<file path="src/rtl/stage_id_pipe.sv">
// Instruction-decode pipeline stage: decodes one RV32I(+M) instruction, reads the register file
// combinationally and registers operands/control for EX, with load-use bubbles and EX flush.
module stage_id_pipe #(
    parameter int XLEN     = 32,
    parameter int REG_AW   = 6,
    parameter int ENABLE_M = 0,
    parameter int CNT_W    = 16
) (
    input  logic              i_clk,
    input  logic              i_rst,
    input  logic              i_valid,
    output logic              o_ready,
    input  logic [31:0]       i_inst,
    input  logic [XLEN-1:0]   i_inst_addr,
    input  logic [XLEN-1:0]   i_reg1_data,
    input  logic [XLEN-1:0]   i_reg2_data,
    output logic [REG_AW-1:0] o_reg1_rd_addr,
    output logic [REG_AW-1:0] o_reg2_rd_addr,
    input  logic              i_ex_jump_flag,
    input  logic              i_ex_ready,
    output logic              o_valid,
    output logic [XLEN-1:0]   o_op1,
    output logic [XLEN-1:0]   o_op2,
    output logic [XLEN-1:0]   o_op1_jump,
    output logic [XLEN-1:0]   o_op2_jump,
    output logic [31:0]       o_inst,
    output logic [XLEN-1:0]   o_inst_addr,
    output logic [XLEN-1:0]   o_reg1_data,
    output logic [XLEN-1:0]   o_reg2_data,
    output logic              o_reg_we,
    output logic [REG_AW-1:0] o_reg_wr_addr,
    output logic              o_mem_enable,
    output logic              o_is_load,
    output logic              o_is_muldiv,
    output logic              o_illegal,
    output logic [CNT_W-1:0]  o_stall_cnt
);

    localparam logic [6:0] OPC_IMM    = 7'b0010011;
    localparam logic [6:0] OPC_OP     = 7'b0110011;
    localparam logic [6:0] OPC_LOAD   = 7'b0000011;
    localparam logic [6:0] OPC_STORE  = 7'b0100011;
    localparam logic [6:0] OPC_BRANCH = 7'b1100011;
    localparam logic [6:0] OPC_JAL    = 7'b1101111;
    localparam logic [6:0] OPC_JALR   = 7'b1100111;
    localparam logic [6:0] OPC_LUI    = 7'b0110111;
    localparam logic [6:0] OPC_AUIPC  = 7'b0010111;
    localparam logic [6:0] F7_ZERO    = 7'b0000000;
    localparam logic [6:0] F7_ALT     = 7'b0100000;
    localparam logic [6:0] F7_MULDIV  = 7'b0000001;

    logic [6:0]        opcode;
    logic [2:0]        funct3;
    logic [6:0]        funct7;
    logic [REG_AW-1:0] rd;
    logic [REG_AW-1:0] rs1;
    logic [REG_AW-1:0] rs2;
    logic [XLEN-1:0]   imm_i;
    logic [XLEN-1:0]   imm_s;
    logic [XLEN-1:0]   imm_b;
    logic [XLEN-1:0]   imm_j;
    logic [XLEN-1:0]   imm_u;

    assign opcode = i_inst[6:0];
    assign funct3 = i_inst[14:12];
    assign funct7 = i_inst[31:25];
    assign rd     = REG_AW'(i_inst[11:7]);
    assign rs1    = REG_AW'(i_inst[19:15]);
    assign rs2    = REG_AW'(i_inst[24:20]);
    assign imm_i  = XLEN'($signed(i_inst[31:20]));
    assign imm_s  = XLEN'($signed({i_inst[31:25], i_inst[11:7]}));
    assign imm_b  = XLEN'($signed({i_inst[31], i_inst[7], i_inst[30:25], i_inst[11:8], 1'b0}));
    assign imm_j  = XLEN'($signed({i_inst[31], i_inst[19:12], i_inst[20], i_inst[30:21], 1'b0}));
    assign imm_u  = XLEN'($signed({i_inst[31:12], 12'b0}));

    logic [XLEN-1:0]   d_op1;
    logic [XLEN-1:0]   d_op2;
    logic [XLEN-1:0]   d_op1_jump;
    logic [XLEN-1:0]   d_op2_jump;
    logic              d_reg_we;
    logic [REG_AW-1:0] d_wr_addr;
    logic              d_mem;
    logic              d_load;
    logic              d_muldiv;
    logic              d_illegal;
    logic              uses_rs1;
    logic              uses_rs2;

    always_comb begin
        d_op1      = '0;
        d_op2      = '0;
        d_op1_jump = '0;
        d_op2_jump = '0;
        d_reg_we   = 1'b0;
        d_wr_addr  = '0;
        d_mem      = 1'b0;
        d_load     = 1'b0;
        d_muldiv   = 1'b0;
        d_illegal  = 1'b0;
        uses_rs1   = 1'b0;
        uses_rs2   = 1'b0;
        case (opcode)
            OPC_IMM: begin
                // Shift-immediates carry funct7 in imm[11:5]; only SRAI may use the alternate encoding.
                if ((funct3 == 3'b001 && funct7 != F7_ZERO) ||
                    (funct3 == 3'b101 && funct7 != F7_ZERO && funct7 != F7_ALT)) begin
                    d_illegal = 1'b1;
                end else begin
                    d_reg_we  = 1'b1;
                    d_wr_addr = rd;
                    uses_rs1  = 1'b1;
                    d_op1     = i_reg1_data;
                    d_op2     = imm_i;
                end
            end
            OPC_OP: begin
                if (funct7 == F7_MULDIV) begin
                    if (ENABLE_M != 0) begin
                        d_muldiv  = 1'b1;
                        d_reg_we  = 1'b1;
                        d_wr_addr = rd;
                        uses_rs1  = 1'b1;
                        uses_rs2  = 1'b1;
                        d_op1     = i_reg1_data;
                        d_op2     = i_reg2_data;
                    end else begin
                        d_illegal = 1'b1;
                    end
                end else if (funct7 == F7_ZERO ||
                             (funct7 == F7_ALT && (funct3 == 3'b000 || funct3 == 3'b101))) begin
                    d_reg_we  = 1'b1;
                    d_wr_addr = rd;
                    uses_rs1  = 1'b1;
                    uses_rs2  = 1'b1;
                    d_op1     = i_reg1_data;
                    d_op2     = i_reg2_data;
                end else begin
                    d_illegal = 1'b1;
                end
            end
            OPC_LOAD: begin
                if (funct3 == 3'b011 || funct3 == 3'b110 || funct3 == 3'b111) begin
                    d_illegal = 1'b1;
                end else begin
                    d_reg_we  = 1'b1;
                    d_wr_addr = rd;
                    d_mem     = 1'b1;
                    d_load    = 1'b1;
                    uses_rs1  = 1'b1;
                    d_op1     = i_reg1_data;
                    d_op2     = imm_i;
                end
            end
            OPC_STORE: begin
                if (funct3[2] || funct3 == 3'b011) begin
                    d_illegal = 1'b1;
                end else begin
                    d_mem    = 1'b1;
                    uses_rs1 = 1'b1;
                    uses_rs2 = 1'b1;
                    d_op1    = i_reg1_data;
                    d_op2    = imm_s;
                end
            end
            OPC_BRANCH: begin
                if (funct3 == 3'b010 || funct3 == 3'b011) begin
                    d_illegal = 1'b1;
                end else begin
                    uses_rs1   = 1'b1;
                    uses_rs2   = 1'b1;
                    d_op1      = i_reg1_data;
                    d_op2      = i_reg2_data;
                    d_op1_jump = i_inst_addr;
                    d_op2_jump = imm_b;
                end
            end
            OPC_JAL: begin
                d_reg_we   = 1'b1;
                d_wr_addr  = rd;
                d_op1      = i_inst_addr;
                d_op2      = XLEN'(4);
                d_op1_jump = i_inst_addr;
                d_op2_jump = imm_j;
            end
            OPC_JALR: begin
                if (funct3 != 3'b000) begin
                    d_illegal = 1'b1;
                end else begin
                    d_reg_we   = 1'b1;
                    d_wr_addr  = rd;
                    uses_rs1   = 1'b1;
                    d_op1      = i_inst_addr;
                    d_op2      = XLEN'(4);
                    d_op1_jump = i_reg1_data;
                    d_op2_jump = imm_i;
                end
            end
            OPC_LUI: begin
                d_reg_we  = 1'b1;
                d_wr_addr = rd;
                d_op1     = imm_u;
            end
            OPC_AUIPC: begin
                d_reg_we  = 1'b1;
                d_wr_addr = rd;
                d_op1     = i_inst_addr;
                d_op2     = imm_u;
            end
            default: d_illegal = 1'b1;
        endcase
    end

    assign o_reg1_rd_addr = uses_rs1 ? rs1 : '0;
    assign o_reg2_rd_addr = uses_rs2 ? rs2 : '0;

    // Handshake: an input is consumed on a rising edge where i_valid & o_ready; o_valid holds a
    // live instruction that EX takes on an edge with i_ex_ready. A flush always consumes (and
    // drops) the input; a load-use hazard holds it back for exactly one bubble cycle.
    logic adv;
    logic hazard;

    assign adv    = i_ex_ready | ~o_valid;
    assign hazard = o_valid & o_is_load & (o_reg_wr_addr != '0) & i_valid &
                    ((uses_rs1 & (rs1 == o_reg_wr_addr)) | (uses_rs2 & (rs2 == o_reg_wr_addr)));
    assign o_ready = ~i_rst & (i_ex_jump_flag | (adv & ~hazard));

    always_ff @(posedge i_clk) begin
        if (i_rst) begin
            o_valid       <= 1'b0;
            o_op1         <= '0;
            o_op2         <= '0;
            o_op1_jump    <= '0;
            o_op2_jump    <= '0;
            o_inst        <= '0;
            o_inst_addr   <= '0;
            o_reg1_data   <= '0;
            o_reg2_data   <= '0;
            o_reg_we      <= 1'b0;
            o_reg_wr_addr <= '0;
            o_mem_enable  <= 1'b0;
            o_is_load     <= 1'b0;
            o_is_muldiv   <= 1'b0;
            o_illegal     <= 1'b0;
            o_stall_cnt   <= '0;
        end else if (i_ex_jump_flag || (adv && hazard)) begin
            // Data fields are left as-is; only the control that could cause side effects is cleared.
            o_valid      <= 1'b0;
            o_reg_we     <= 1'b0;
            o_mem_enable <= 1'b0;
            o_is_load    <= 1'b0;
            o_is_muldiv  <= 1'b0;
            o_illegal    <= 1'b0;
            if (!i_ex_jump_flag && o_stall_cnt != '1) begin
                o_stall_cnt <= o_stall_cnt + CNT_W'(1);
            end
        end else if (adv) begin
            o_valid       <= i_valid;
            o_op1         <= d_op1;
            o_op2         <= d_op2;
            o_op1_jump    <= d_op1_jump;
            o_op2_jump    <= d_op2_jump;
            o_inst        <= i_inst;
            o_inst_addr   <= i_inst_addr;
            o_reg1_data   <= i_reg1_data;
            o_reg2_data   <= i_reg2_data;
            o_reg_wr_addr <= d_wr_addr;
            o_reg_we      <= i_valid & d_reg_we;
            o_mem_enable  <= i_valid & d_mem;
            o_is_load     <= i_valid & d_load;
            o_is_muldiv   <= i_valid & d_muldiv;
            o_illegal     <= i_valid & d_illegal;
        end
    end

endmodule
</file>
<file path="config.mk">
export PLATFORM = sky130hd
export DESIGN_NAME = stage_id_pipe
export DESIGN_NICKNAME = d
export VERILOG_FILES = /design/src/rtl/stage_id_pipe.sv
export SDC_FILE = /design/constraint.sdc
export NUM_CORES = 1
export LEC_CHECK = 0
export ABC_CLOCK_PERIOD_IN_PS = 4400
export CAP_MARGIN = 40
export CORE_MARGIN = 5
export CORE_UTILIZATION = 35
export DETAILED_ROUTE_END_ITERATION = 16
export PLACE_DENSITY = 0.66
export SYNTH_ARGS = -nofsm -noshare
export SYNTH_HDL_FRONTEND = slang
export SYNTH_SLANG_ARGS = --single-unit
</file>
<file path="constraint.sdc">
create_clock -name i_clk -period 4.4 [get_ports i_clk]
set_input_delay 1.32 -clock i_clk [delete_from_list [all_inputs] [get_ports i_clk]]
set_output_delay 1.32 -clock i_clk [all_outputs]
set_load 0.01 [all_outputs]
</file>
==> impl_metrics.toml <==
[outcome]
outcome = "completed"

[cells_and_area]
stdcell_area_um2 = 17400
syn_to_final_growth_pct = 52.1
drive_gt1_share_pct = 12.5
stdcell_count = 2246
fillerInstances = 3027
fin_nets = 1916
multi_input_area_um2 = 5360
area.sequential_um2 = 5430

[critical_path]
path_class = "input port to primary output"
cp.buffers_inverters = 3
cp.arrival_ns = 2.99
cpMaxStageDelayCell = "clkdlybuf4s50_1"
cp_num_cells = 10
crit_path_max_fanout = 2
cp-end-kind = "primary output"
reg2regPathDepth = 11
cp_top_family = "buffers and inverters"
required_ns = 3.08
slowest_delay_ns = 0.49
crit_chain = "clkdlybuf4s50_1 -> xnor2_1 -> nand3_2 -> nor3_2 -> buf_4 -> o21a_1 -> o21ai_2 -> a21oi_1 -> nor2_1 -> buf_2"
start_kind = "input port"

[route]
drt_wl_total_um = 49100
drt_first_pass_iters = 6
ant_nets = 0
vias_per_cell = 5.33
drt-initial-drc-count = 1008
drc = 0
vias = 12000
wl_per_cell_um = 21.9

[cts]
root_buffer = "clkbuf_16"
htree_levels = 1
path_clk_slew_ns = 0.06
numCtsBuffers = 31
clock-sinks = 271
clockBufferDepth = 3
cts_tree = "done"
insertion_delay_ns = 0.57

[die]
dieWidth_um = 191
coreArea_um2 = 32400
rows = 66
die-area_um2 = 36300
io_pins = 430
die_height_um = 191
initial_core_util_pct = 35.3

[power_and_ir_drop]
p_leak_nw = 6.50
max-vdd-ir-drop_mv = 0.322
power_per_cell_area_nw_per_um2 = 346

[hold_path]
hp-class = "flip-flop to flip-flop"
min_path_cells = 2

[timing]
worstMarginPinSlew_ns = 0.865
totalNegativeSetupSlack_ns = 0
post-route-min-period_ns = 4.31
max_slew_margin_pct = 42.4
period_share_pct = 97.9
setup_viol = 0
finalHoldViolCount = 0
holdWs_ns = 0.452
report.final.slew_viol_count = 0
max_freq_mhz = 232
finalClockSkew_ns = 0.0153

[grt]
overflow = 0
grt_pass1_wl_um = 72100
track_usage_pct = 25.5
grt_max_degree = 91
grt_pass1_vias = 11400
antenna_found_initial = 1

[logic_synthesis]
synth-seq-cells = 271
synth_flop_cell = "dfxtp_1"
yosysWarnings = 0
netlist_area_um2 = 11400
synth_edf_count = 0
async_flop_share_pct = 0
syn_area_per_cell_um2 = 8.41
seq_area_frac_synth_pct = 47.5
syn_inst = 1357
ys_types = 59

[job]
drv_cap = 0

[placement]
place_congestion = 0.892
io_buffer_count = 425
dp_cells = 2180
dpl-instance-area_um2 = 16400
place.detailed.hpwl_um = 36000
==> kinds of logic (layout without fill, tap and decap cells) <==
logic type | Yosys count | after routing | share of synthesized area, %
mux | 1 | 1 | 0.0877
other cells | 1 | 5 | 0.0329
simple gates | 581 | 581 | 22.8
flops | 271 | 271 | 47.5
xor+xnor | 12 | 12 | 0.921
buf+inv | 142 | 585 | 6.71
compound gates | 348 | 348 | 21.8
fa+ha+maj | 1 | 1 | 0.110
==> layer usage <==
| metal | part of all wire, % | global-route usage, % | vias to the layer above | wire length [um] |
|---|---|---|---|---|
| met2 | 48 | 42.8 | 528 | 23300 |
| met3 | 10 | 7.52 | 80 | 4920 |
| met1 | 40 | 32.5 | 5745 | 19600 |
| met5 | 0 | 0 | - | 0 |
| met4 | 2.5 | 6.19 | 0 | 1230 |
| li1 | - | - | 5627 | - |
==> per-stage QoR <==
stage | utilization (%) | total power, mW | worst slack (ns)
floorplan | - | 3.09 | 0.225
global placement | 50.4 | 3.67 | -0.758
detailed placement | 50.5 | 3.68 | -0.822
CTS | 53.6 | 6.07 | 0.00228
global route | 53.6 | 6.26 | -0.0703
finish | 53.6 | 6.02 | 0.0939
==> tightest hold or removal path: stages (launching register included) <==
cell and delay (ns):
dfxtp_1 0.31, nand2_1 0.05, a21oi_1 0.05
==> final timing paths <==
path / start / endpoint / slack (ns)
worst max register to register: o_reg_wr_addr[0] / o_stall_cnt[1] / 1.75
worst max-delay path: i_inst[20] / o_ready / 0.09
worst min register to register: o_reg1_data[0] / o_reg1_data[0] / 0.45
worst min-delay path: o_reg1_data[0] / o_reg1_data[0] / 0.45
==> cell usage in the layout, fill, tap and decap left out, types with 3 or more instances in the layout <==
| cell | synthesis | final |
|---|---|---|
| clkdlybuf4s50_1 | 0 | 396 |
| nand2_1 | 295 | 295 |
| dfxtp_1 | 271 | 271 |
| a21oi_1 | 154 | 153 |
| nor2_1 | 130 | 127 |
| buf_4 | 38 | 84 |
| nor3_1 | 58 | 56 |
| a221oi_1 | 56 | 56 |
| clkbuf_16 | 0 | 31 |
| a211oi_1 | 28 | 28 |
| a211oi_2 | 26 | 26 |
| a222oi_1 | 25 | 25 |
| a22oi_1 | 23 | 23 |
| nand3_1 | 20 | 19 |
| o21ai_0 | 17 | 15 |
| and2_1 | 15 | 14 |
| clkbuf_1 | 57 | 14 |
| buf_2 | 36 | 13 |
| buf_6 | 6 | 10 |
| buf_12 | 0 | 10 |
| nand3b_1 | 8 | 8 |
| xor2_1 | 9 | 8 |
| or3_1 | 9 | 7 |
| clkbuf_2 | 0 | 7 |
| and4_1 | 6 | 6 |
| and3_1 | 7 | 6 |
| inv_1 | 4 | 4 |
| o31ai_1 | 4 | 4 |
| or4_1 | 4 | 4 |
| conb_1 | 1 | 4 |
| clkinv_2 | 0 | 4 |
| nand4_1 | 3 | 3 |
| xnor2_1 | 3 | 3 |
| nor2_2 | 1 | 3 |
| nand4bb_1 | 3 | 3 |
| clkbuf_8 | 0 | 3 |
| dlygate4sd2_1 | 0 | 3 |
==> cell usage after synthesis, drive strengths merged, types with 4 or more instances <==
| cell type | instances | area [um2] |
|---|---|---|
| nor3 | 58 | 290 |
| o31ai | 4 | 30.0 |
| or2 | 5 | 31.3 |
| a222oi | 25 | 250 |
| a221oi | 56 | 490 |
| a22oi | 23 | 173 |
| dfxtp | 271 | 5430 |
| nand2 | 295 | 1110 |
| xor2 | 9 | 78.8 |
| o21ai | 19 | 106 |
| or3 | 9 | 56.3 |
| or4 | 4 | 30.0 |
| and2 | 15 | 93.8 |
| nand3b | 10 | 100 |
| nor2 | 131 | 494 |
| buf | 81 | 537 |
| inv | 4 | 15.0 |
| and4 | 6 | 52.6 |
| and3 | 7 | 43.8 |
| nand3 | 21 | 110 |
| a211oi | 54 | 536 |
| a21oi | 154 | 771 |
| clkbuf | 57 | 214 |
==> registers in the layout (all words and copies together), names as in the netlist, 21 cells and up <==
name	count
o_inst	32
o_inst_addr	32
o_op1	32
o_op1_jump	32
o_op2	32
o_reg1_data	32
o_reg2_data	32
o_op2_jump	21
==> area by class of cell <==
type                       count  share of cell area [%]
antenna                        1                  0.0144
clock buffer                  48                    5.01
clock inverter                 6                   0.274
inverter                       4                  0.0865
multi-input combinational    947                    30.8
sequential                   271                    31.2
tap                          442                    3.19
timing repair buffer         527                    29.3
==> timing repair <==
item	CTS	global route
setup endpoints to repair	11	11
pin swaps	14	12
hold buffers	0	0
setup buffers	12	2
gates resized for setup	101	28
==> where the power goes <==
part	leakage, nW	total, mW	switching, mW	internal, mW
combinational	3.83	0.991	0.516	0.474
clock	0.446	2.38	1.03	1.35
sequential	2.23	2.65	0.0653	2.58
total	6.50	6.02	1.61	4.41
Power figures use the tool's default switching activity.
